`config.mk`:
```
export PLATFORM = sky130hd
export DESIGN_NAME = crc_serial_engine
export DESIGN_NICKNAME = d
export VERILOG_FILES = /design/src/rtl/crc_serial_engine.sv
export SDC_FILE = /design/constraint.sdc
export NUM_CORES = 1
export LEC_CHECK = 0
export ABC_CLOCK_PERIOD_IN_PS = 2800
export BUFFER_PORTS_ARGS = -buffer_cell sky130_fd_sc_hd__buf_2
export CAP_MARGIN = 10
export CORE_MARGIN = 1.5
export CORE_UTILIZATION = 50
export DETAILED_ROUTE_END_ITERATION = 10
export PLACE_DENSITY = 0.7
export SYNTH_ARGS = -nofsm -noshare
export SYNTH_HDL_FRONTEND = slang
export SYNTH_SLANG_ARGS = --single-unit
```
`constraint.sdc`:
```
create_clock -name CLK -period 2.8 [get_ports CLK]
set_input_delay 0.28 -clock CLK [delete_from_list [all_inputs] [get_ports CLK]]
set_output_delay 0.28 -clock CLK [all_outputs]
set_load 0.05 [all_outputs]
```
`src/rtl/crc_serial_engine.sv`:
```
// crc_serial_engine
// Bit-serial CRC engine with a right-shifting LFSR. It has two modes:
//   generate : frame bits are absorbed while Active is high. After Active
//              drops, the CRC is shifted out LSB-first on CRC/Valid.
//   check    : the frame is followed by the sender's CRC, all under Active.
//              After Active drops, Err reports whether the residue is non-zero.
// Ports:
//   CLK      in   rising-edge clock
//   RST      in   asynchronous active-low reset
//   DATA     in   serial frame bit, LSB-first, sampled while Active=1
//   Active   in   frame-in-progress qualifier
//   Mode     in   0 = generate, 1 = check; sampled on the first Active cycle
//   CRC      out  serial CRC bit, LSB-first
//   Valid    out  CRC bit is valid
//   Busy     out  CRC shift-out in progress; Active is ignored
//   Done     out  one-cycle end-of-frame pulse
//   Err      out  check-mode result, 1 = residue non-zero
//   CRC_Par  out  final LFSR value of the last frame
module crc_serial_engine #(
  parameter int                CRC_WD = 8,
  parameter logic [CRC_WD-1:0] POLY   = 8'h44,
  parameter logic [CRC_WD-1:0] SEED   = 8'hD8
) (
  input  logic              CLK,
  input  logic              RST,
  input  logic              DATA,
  input  logic              Active,
  input  logic              Mode,
  output logic              CRC,
  output logic              Valid,
  output logic              Busy,
  output logic              Done,
  output logic              Err,
  output logic [CRC_WD-1:0] CRC_Par
);

  localparam int CNT_W = $clog2(CRC_WD) + 1;

  typedef enum logic [1:0] {
    S_IDLE  = 2'd0,
    S_CALC  = 2'd1,
    S_SHIFT = 2'd2,
    S_DONE  = 2'd3
  } state_t;

  state_t              r_state;
  logic [CRC_WD-1:0]   r_lfsr;
  logic [CNT_W-1:0]    r_cnt;
  logic                r_mode;

  // One LFSR step. The feedback bit enters the MSB, and it is XORed into
  // every lower tap selected by POLY.
  function automatic logic [CRC_WD-1:0] lfsr_step(input logic [CRC_WD-1:0] r,
                                                  input logic              d);
    logic fb;
    fb = d ^ r[0];
    return {fb, r[CRC_WD-1:1] ^ (POLY[CRC_WD-2:0] & {(CRC_WD-1){fb}})};
  endfunction

  always_ff @(posedge CLK or negedge RST) begin
    if (!RST) begin
      r_state <= S_IDLE;
      r_lfsr  <= SEED;
      r_cnt   <= '0;
      r_mode  <= 1'b0;
      CRC     <= 1'b0;
      Valid   <= 1'b0;
      Busy    <= 1'b0;
      Done    <= 1'b0;
      Err     <= 1'b0;
      CRC_Par <= '0;
    end else begin
      case (r_state)
        // DONE behaves like IDLE, so a frame may start in the DONE cycle.
        // That start gives back-to-back frames with a one-cycle gap.
        S_IDLE, S_DONE: begin
          Valid <= 1'b0;
          Busy  <= 1'b0;
          Done  <= 1'b0;
          CRC   <= 1'b0;
          if (Active) begin
            // The first bit is absorbed on the starting edge.
            r_mode  <= Mode;
            r_lfsr  <= lfsr_step(SEED, DATA);
            r_state <= S_CALC;
          end else begin
            r_lfsr  <= SEED;
            r_state <= S_IDLE;
          end
        end
        S_CALC: begin
          if (Active) begin
            r_lfsr <= lfsr_step(r_lfsr, DATA);
          end else begin
            CRC_Par <= r_lfsr;
            if (!r_mode) begin
              r_cnt   <= '0;
              Busy    <= 1'b1;
              r_state <= S_SHIFT;
            end else begin
              Err     <= |r_lfsr;
              Done    <= 1'b1;
              r_lfsr  <= SEED;
              r_state <= S_IDLE;
            end
          end
        end
        S_SHIFT: begin
          // Active and DATA are ignored until the shift-out completes.
          CRC    <= r_lfsr[0];
          r_lfsr <= {1'b0, r_lfsr[CRC_WD-1:1]};
          Valid  <= 1'b1;
          r_cnt  <= r_cnt + 1'b1;
          if (r_cnt == CNT_W'(CRC_WD - 1)) begin
            Done    <= 1'b1;
            r_state <= S_DONE;
          end
        end
        default: r_state <= S_IDLE;
      endcase
    end
  end

endmodule

```
==> results of run 1 <==
-- layer usage --
metal / up-vias / global-route usage / wire length (um)
met2: 18 / 0.354 / 1520
met4: 0 / 0.0698 / 23
li1: 540 / - / -
met1: 542 / 0.246 / 1310
met5: - / 0 / 0
met3: 2 / 0.0276 / 74
-- synthesized netlist by cell type, drive strengths merged --
| master | instances |
|---|---|
| nand3 | 3 |
| a21oi | 8 |
| dfstp | 4 |
| nor3 | 4 |
| and2 | 1 |
| clkbuf | 1 |
| a31oi | 1 |
| or3b | 1 |
| a31o | 1 |
| nand2 | 27 |
| a22o | 1 |
| o311ai | 2 |
| nor2 | 6 |
| mux2 | 4 |
| dfrtp | 24 |
| xor3 | 1 |
| nor2b | 1 |
| nand3b | 1 |
| buf | 8 |
| ha | 4 |
| o32ai | 2 |
| a41oi | 1 |
| o21a | 1 |
| a21o | 2 |
| a221oi | 2 |
| a32o | 1 |
| o21ai | 10 |
| xor2 | 1 |
| o31ai | 1 |
| mux2i | 1 |
| inv | 9 |
| nor3b | 1 |
| nor4 | 2 |
| nand2b | 6 |
| a211o | 1 |
| or4b | 1 |
| o211ai | 1 |
| o22ai | 2 |
-- registers in the layout (all words and copies together) (netlist names) --
| signal | flops |
|---|---|
| CRC_Par | 8 |
| r_lfsr | 8 |
| r_cnt | 4 |
| r_state | 2 |
| Busy | 1 |
| CRC | 1 |
| Done | 1 |
| Err | 1 |
| Valid | 1 |
| r_mode | 1 |
-- metrics by stage --
step	util	std cells	power (W)
after floorplan	-	148	0.00151
after global placement	0.548	187	0.00167
after CTS	0.561	192	0.00188
after detailed placement	0.548	187	0.00171
after global routing	0.561	192	0.00202
final	0.561	192	0.00187
-- area by class of cell --
type                       count  share of cell area
clock buffer                   4              0.0170
inverter                       9              0.0218
multi-input combinational    102               0.419
sequential                    28               0.456
tap                           31              0.0251
timing repair buffer          18              0.0614
-- worst max-delay path: cells and delay by family, from the launching register on --
kind            cells  cell delay [ps]
compound gates      2              310
simple gates        1              490
fa+ha+maj           1              460
flops               1              430
buf+inv             1               90
-- power breakdown --
part | switching, W | internal, W
clock network | 0.000113 | 0.0000556
logic | 0.000671 | 0.000325
registers | 0.000135 | 0.000573
-- path summary, 6_finish.rpt --
| check | start | to | slack [ps] | depth (start not counted) |
|---|---|---|---|---|
| max reg2reg | r_state[1] | Err | 960 | 5 |
| max in group asynchronous | RST | r_cnt[1] | 1900 | 2 |
| min | Mode | r_mode | 190 | 2 |
| min in group asynchronous | RST | CRC_Par[0] | 500 | 2 |
| min reg2reg | CRC_Par[4] | CRC_Par[4] | 490 | 2 |
| max | r_state[1] | Err | 960 | 5 |
-- logic make-up after synthesis --
family          synth area share
mux                       0.0381
buf+inv                   0.0640
fa+ha+maj                 0.0346
flops                      0.488
xor+xnor                  0.0225
simple gates               0.176
compound gates             0.176
-- timing repair --
action,in CTS,in global routing
hold endpoints to repair,24,0
hold buffers,1,0
gates resized for setup,0,0
==> insert_results.sql, run 1 <==
INSERT INTO impl_metrics (metric_group, metric, value, unit) VALUES
('yosys', 'synthesis.nets', '157', ''),
('drt', 'route.detailed.wl_per_inst', '15.3', 'um'),
('sta', 'period_share', '0.659', ''),
('clock_tree', 'cts.reportedPaths.clkPinSlew', '150', 'ps'),
('yosys', 'yosys_warnings', '0', ''),
('layout', 'drive_above_1_share', '0.193', ''),
('layout', 'multiInputGateArea', '648', 'sq um'),
('drt', 'drtIter0Drc', '33', ''),
('floorplan', 'starting_density', '0.525', ''),
('sta', 'period_minus_slack', '1840', 'ps'),
('floorplan', 'num_io_pins', '18', ''),
('place', 'pre_cts_ws', '993', 'ps'),
('global_routing', 'first_pass_grt_wire_length', '5.02', 'mm'),
('clock_tree', 'ctsHtreeMaxLevel', '1', ''),
('setup_path', 'cp_data_required_time', '3050', 'ps'),
('setup_path', 'worstSetupEndpointType', 'flop', ''),
('setup_path', 'setup.worst_path.class', 'reg -> reg', ''),
('drt', 'dr.pass1.iters', '4', ''),
('sta', 'fin_tns_setup', '0', 'ps'),
('clock_tree', 'buffer_depth_of_the_longest_clock_path', '2', ''),
('sta', 'worst_slew_pin_slew', '633', 'ps'),
('layout', 'mostFrequentLayoutCell', 'nand2_1', ''),
('yosys', 'postSynthAreaPerCell', '9.77', 'sq um'),
('power_and_ir_drop', 'vdd_ir_drop_max', '0.733', 'mV'),
('layout', 'mostFrequentLayoutCells', 'nand2_1 (27), dfrtp_1 (24), buf_2 (17)', ''),
('yosys', 'ys_ff_latch', '28', ''),
('drt', 'drt-total-wl', '2.93', 'mm'),
('drt', 'route.vias.total', '1102', ''),
('sta', 'finalHoldViolations', '0', ''),
('layout', 'layout-area-overhead-vs-synth', '7.01', '%'),
('floorplan', 'die_height', '56.8', 'um'),
('yosys', 'netlist_top_cells_area', 'dfrtp_1 (42%), dfstp_2 (7.3%), nand2_1 (7.0%)', ''),
('sta', 'fin_worst_skew', '6.26', 'ps'),
('status', 'status', 'completed', ''),
('place', 'port_buffers', '17', ''),
('drt', 'detail_routed_via_count_per_cell', '5.74', ''),
('global_routing', 'antenna_found_initial', '0', ''),
('place', 'hpwl_after_detailed_placement', '2.07', 'mm'),
('yosys', 'part_of_the_yosys_area_used_for_sequential_elements', '0.488', ''),
('global_routing', 'grt_overflow', '0', ''),
('setup_path', 'timing.critical_path.fanout_max', '17', ''),
('sta', 'final-setup-viol-count', '0', ''),
('clock_tree', 'post_cts_setup_buffers', '0', ''),
('yosys', 'synth_top_cell_area_share', '0.415', ''),
('floorplan', 'die-area', '3220', 'sq um'),
('setup_path', 'cp_slowest_stage_delay', '490', 'ps'),
('floorplan', 'die_w', '56.8', 'um'),
('global_routing', 'grt_max_degree', '29', ''),
('global_routing', 'first_global_vias', '1102', ''),
('layout', 'layout.filler_cells', '249', ''),
('place', 'dpl_cell_area', '1510', 'sq um'),
('drt', 'antenna_left', '0', ''),
('hold_path', 'holdCritPathClass', 'in -> reg', ''),
('floorplan', 'num_rows', '19', ''),
('setup_path', 'cp_slowest_cell', 'nor2b_1', ''),
('sta', 'finalMaxSlewViolations', '0', ''),
('clock_tree', 'clock_insertion_delay_worst_skew', '320', 'ps'),
('setup_path', 'timing.critical_path.arrival', '2090', 'ps'),
('sta', 'finalHoldWorstSlack', '190', 'ps'),
('global_routing', 'grt_usage', '0.199', ''),
('layout', 'final_net_count', '171', ''),
('setup_path', 'critical_path.cell_chain', 'inv_1, ha_1, nor2b_1, a21oi_1, a41oi_1', ''),
('drt', 'remaining_drc_errors', '0', ''),
('clock_tree', 'cts_tree', 'done', ''),
('yosys', 'yosysTopAreaCell', 'dfrtp_1', ''),
('clock_tree', 'tritoncts.num_buffers', '3', ''),
('layout', 'antenna_cells_inserted', '0', ''),
('power_and_ir_drop', 'static-leakage-power', '0.733', 'nW'),
('yosys', 'netlist_instances', '148', ''),
('power_and_ir_drop', 'pwr_density_cell', '1210', 'nW/um^2'),
('clock_tree', 'cts_sinks', '28', ''),
('layout', 'seqCellArea', '706', 'sq um'),
('sta', 'fmax', '542', 'MHz'),
('floorplan', 'design.core.area', '2760', 'sq um'),
('clock_tree', 'cts_root_buffer', 'clkbuf_4', ''),
('yosys', 'post_synth_cell_types', '42', ''),
('run', 'max_cap_viol_count', '0', ''),
('setup_path', 'crit_path_start_kind', 'flop', ''),
('place', 'globalplace.congestion', '0.883', ''),
('sta', 'final_critical_path_setup_slack', '955', 'ps'),
('sta', 'rsz0062_at_grt', 'no', ''),
('sta', 'worst_slew_margin_rel', '0.578', ''),
('layout', 'post-route-cell-area', '1550', 'sq um'),
('yosys', 'post_synth_instance_area', '1450', 'sq um');
No activity file was read; power rests on OpenSTA's default activity.
==> inputs of run 2 (changes only) <==
--- a/config.mk
+++ b/config.mk
@@ -5,13 +5,13 @@
 export SDC_FILE = /design/constraint.sdc
 export NUM_CORES = 1
 export LEC_CHECK = 0
-export ABC_CLOCK_PERIOD_IN_PS = 2800
+export ABC_CLOCK_PERIOD_IN_PS = 1640
 export BUFFER_PORTS_ARGS = -buffer_cell sky130_fd_sc_hd__buf_2
 export CAP_MARGIN = 10
 export CORE_MARGIN = 1.5
 export CORE_UTILIZATION = 50
 export DETAILED_ROUTE_END_ITERATION = 10
-export PLACE_DENSITY = 0.7
+export PLACE_DENSITY = 0.73
 export SYNTH_ARGS = -nofsm -noshare
 export SYNTH_HDL_FRONTEND = slang
 export SYNTH_SLANG_ARGS = --single-unit
==> constraint.sdc (replaced) <==
create_clock -name CLK -period 1.64 [get_ports CLK]
set_input_delay 0.164 -clock CLK [delete_from_list [all_inputs] [get_ports CLK]]
set_output_delay 0.164 -clock CLK [all_outputs]
set_load 0.05 [all_outputs]
==> insert_results.sql, run 2 (synthesized netlist as in run 1, its figures left out) <==
INSERT INTO impl_metrics (metric_group, metric, value, unit) VALUES
('setup_path', 'timing.critical_path.fanout_max', '4', ''),
('place', 'dpl_cell_area', '1580', 'sq um'),
('global_routing', 'grt_max_degree', '29', ''),
('run', 'max_cap_viol_count', '0', ''),
('sta', 'period_minus_slack', '1550', 'ps'),
('drt', 'remaining_drc_errors', '0', ''),
('layout', 'drive_above_1_share', '0.254', ''),
('sta', 'final-setup-viol-count', '0', ''),
('floorplan', 'die-area', '3220', 'sq um'),
('place', 'pre_cts_ws', '14.8', 'ps'),
('setup_path', 'crit_path_start', 'r_state[1]', ''),
('setup_path', 'crit_end', 'r_cnt[3]', ''),
('sta', 'rsz0062_at_grt', 'no', ''),
('setup_path', 'rr_worst_depth', '6', ''),
('floorplan', 'starting_density', '0.525', ''),
('clock_tree', 'ctsHtreeMaxLevel', '1', ''),
('power_and_ir_drop', 'pwr_density_cell', '2090', 'nW/um^2'),
('layout', 'mostFrequentLayoutCell', 'nand2_1', ''),
('clock_tree', 'cts_root_buffer', 'clkbuf_4', ''),
('clock_tree', 'cts.reportedPaths.clkPinSlew', '150', 'ps'),
('sta', 'finalHoldViolations', '0', ''),
('drt', 'drt-total-wl', '2.94', 'mm'),
('sta', 'fin_worst_skew', '2.42', 'ps'),
('setup_path', 'cp_slowest_cell', 'dfrtp_1', ''),
('setup_path', 'critical_path.cell_chain', 'inv_1, ha_4, buf_4, or4b_1, o311ai_1, nor3_1', ''),
('layout', 'antenna_cells_inserted', '0', ''),
('layout', 'final_net_count', '179', ''),
('floorplan', 'num_rows', '19', ''),
('place', 'globalplace.congestion', '0.877', ''),
('clock_tree', 'clock_insertion_delay_worst_skew', '320', 'ps'),
('global_routing', 'grt_overflow', '0', ''),
('global_routing', 'antenna_found_initial', '0', ''),
('sta', 'fmax', '644', 'MHz'),
('global_routing', 'first_global_vias', '1159', ''),
('sta', 'fin_tns_setup', '0', 'ps'),
('layout', 'layout_top_registers', 'CRC_Par: 8 flops, r_lfsr: 8 flops, r_cnt: 4 flops', ''),
('setup_path', 'reg2reg_to', 'r_cnt[3]', ''),
('setup_path', 'cp_slowest_stage_delay', '430', 'ps'),
('layout', 'mostFrequentLayoutCells', 'nand2_1 (27), dfrtp_1 (23), buf_2 (17)', ''),
('power_and_ir_drop', 'vdd_ir_drop_max', '1.54', 'mV'),
('drt', 'detail_routed_via_count_per_cell', '5.87', ''),
('floorplan', 'die_height', '56.8', 'um'),
('global_routing', 'first_pass_grt_wire_length', '5.11', 'mm'),
('drt', 'antenna_left', '0', ''),
('sta', 'worst_slew_pin_slew', '613', 'ps'),
('sta', 'worst_slew_margin_rel', '0.591', ''),
('sta', 'period_share', '0.947', ''),
('layout', 'post-route-cell-area', '1640', 'sq um'),
('setup_path', 'crit_path_start_kind', 'flop', ''),
('global_routing', 'grt_usage', '0.200', ''),
('clock_tree', 'tritoncts.num_buffers', '3', ''),
('floorplan', 'num_io_pins', '18', ''),
('drt', 'drtIter0Drc', '55', ''),
('setup_path', 'timing.critical_path.arrival', '1770', 'ps'),
('drt', 'dr.pass1.iters', '4', ''),
('hold_path', 'holdCritPathClass', 'in -> reg', ''),
('setup_path', 'r2r_setup_slack', '90', 'ps'),
('layout', 'layout-area-overhead-vs-synth', '13.6', '%'),
('sta', 'finalMaxSlewViolations', '0', ''),
('clock_tree', 'buffer_depth_of_the_longest_clock_path', '2', ''),
('setup_path', 'cp_data_required_time', '1860', 'ps'),
('clock_tree', 'cts_tree', 'done', ''),
('sta', 'final_critical_path_setup_slack', '86.9', 'ps'),
('power_and_ir_drop', 'static-leakage-power', '0.779', 'nW'),
('status', 'status', 'completed', ''),
('clock_tree', 'cts_sinks', '28', ''),
('power_and_ir_drop', 'design_power_total', '0.00343', 'W'),
('setup_path', 'worstSetupEndpointType', 'flop', ''),
('drt', 'route.vias.total', '1173', ''),
('setup_path', 'setup.worst_path.class', 'reg -> reg', ''),
('place', 'port_buffers', '17', ''),
('place', 'hpwl_after_detailed_placement', '2.17', 'mm'),
('floorplan', 'design.core.area', '2760', 'sq um'),
('drt', 'route.detailed.wl_per_inst', '14.7', 'um'),
('floorplan', 'die_w', '56.8', 'um'),
('setup_path', 'regToRegStartpoint', 'r_state[1]', '');
==> run 2: power breakdown <==
| group | switching (W) | leakage [nW] | internal, W | total, W |
|---|---|---|---|---|
| logic | 0.00120 | 0.411 | 0.000726 | 0.00192 |
| clock network | 0.000199 | 0.0150 | 0.0000953 | 0.000294 |
| registers | 0.000231 | 0.353 | 0.000981 | 0.00121 |
==> run 2: layout make-up <==
type / count / area [sq um]
Fill cell: 244 / 1110
Sequential cell: 28 / 707
Multi-Input combinational cell: 102 / 669
Timing Repair Buffer: 26 / 168
Tap cell: 31 / 38.8
Inverter: 9 / 33.8
Clock buffer: 4 / 26.3
==> run 2: metrics by stage <==
stage | std cells | util | hold WS, ps
floorplan | 148 | - | -132
global placement | 195 | 0.574 | 204
detailed placement | 195 | 0.574 | 213
CTS | 200 | 0.588 | 59.0
global route | 200 | 0.596 | 56.6
finish | 200 | 0.596 | 63.7
==> run 2: repair_timing <==
action	4_1_cts	5_1_grt
endpoints found under the hold margin	24	0
buffers inserted	0	0
hold buffers	1	0
setup endpoints to repair	2	5
gates resized for setup	1	4
==> run 2: worst min-delay path by stage <==
stage                     start  slack (ps)  cells after the start          to
after floorplan             RST        -130                      0        Busy
after global placement      RST         200                      1  CRC_Par[1]
after detailed placement    RST         210                      1  CRC_Par[5]
after CTS                  Mode          60                      2      r_mode
after global routing       Mode          60                      2      r_mode
final                      Mode          60                      2      r_mode
==> run 2: worst max-delay path: cells and delay by family (launching register included) <==
kind / cells / cell delay (ps)
flops: 1 / 430
compound gates: 1 / 110
simple gates: 2 / 520
buf+inv: 2 / 230
fa+ha+maj: 1 / 170
==> run 2: layer usage <==
layer	share of wire	wire length, um	track usage
met2	0.50	1480	0.352
met5	0	0	0
met3	0.035	104	0.0230
met1	0.44	1300	0.259
met4	0.018	53	0.0565
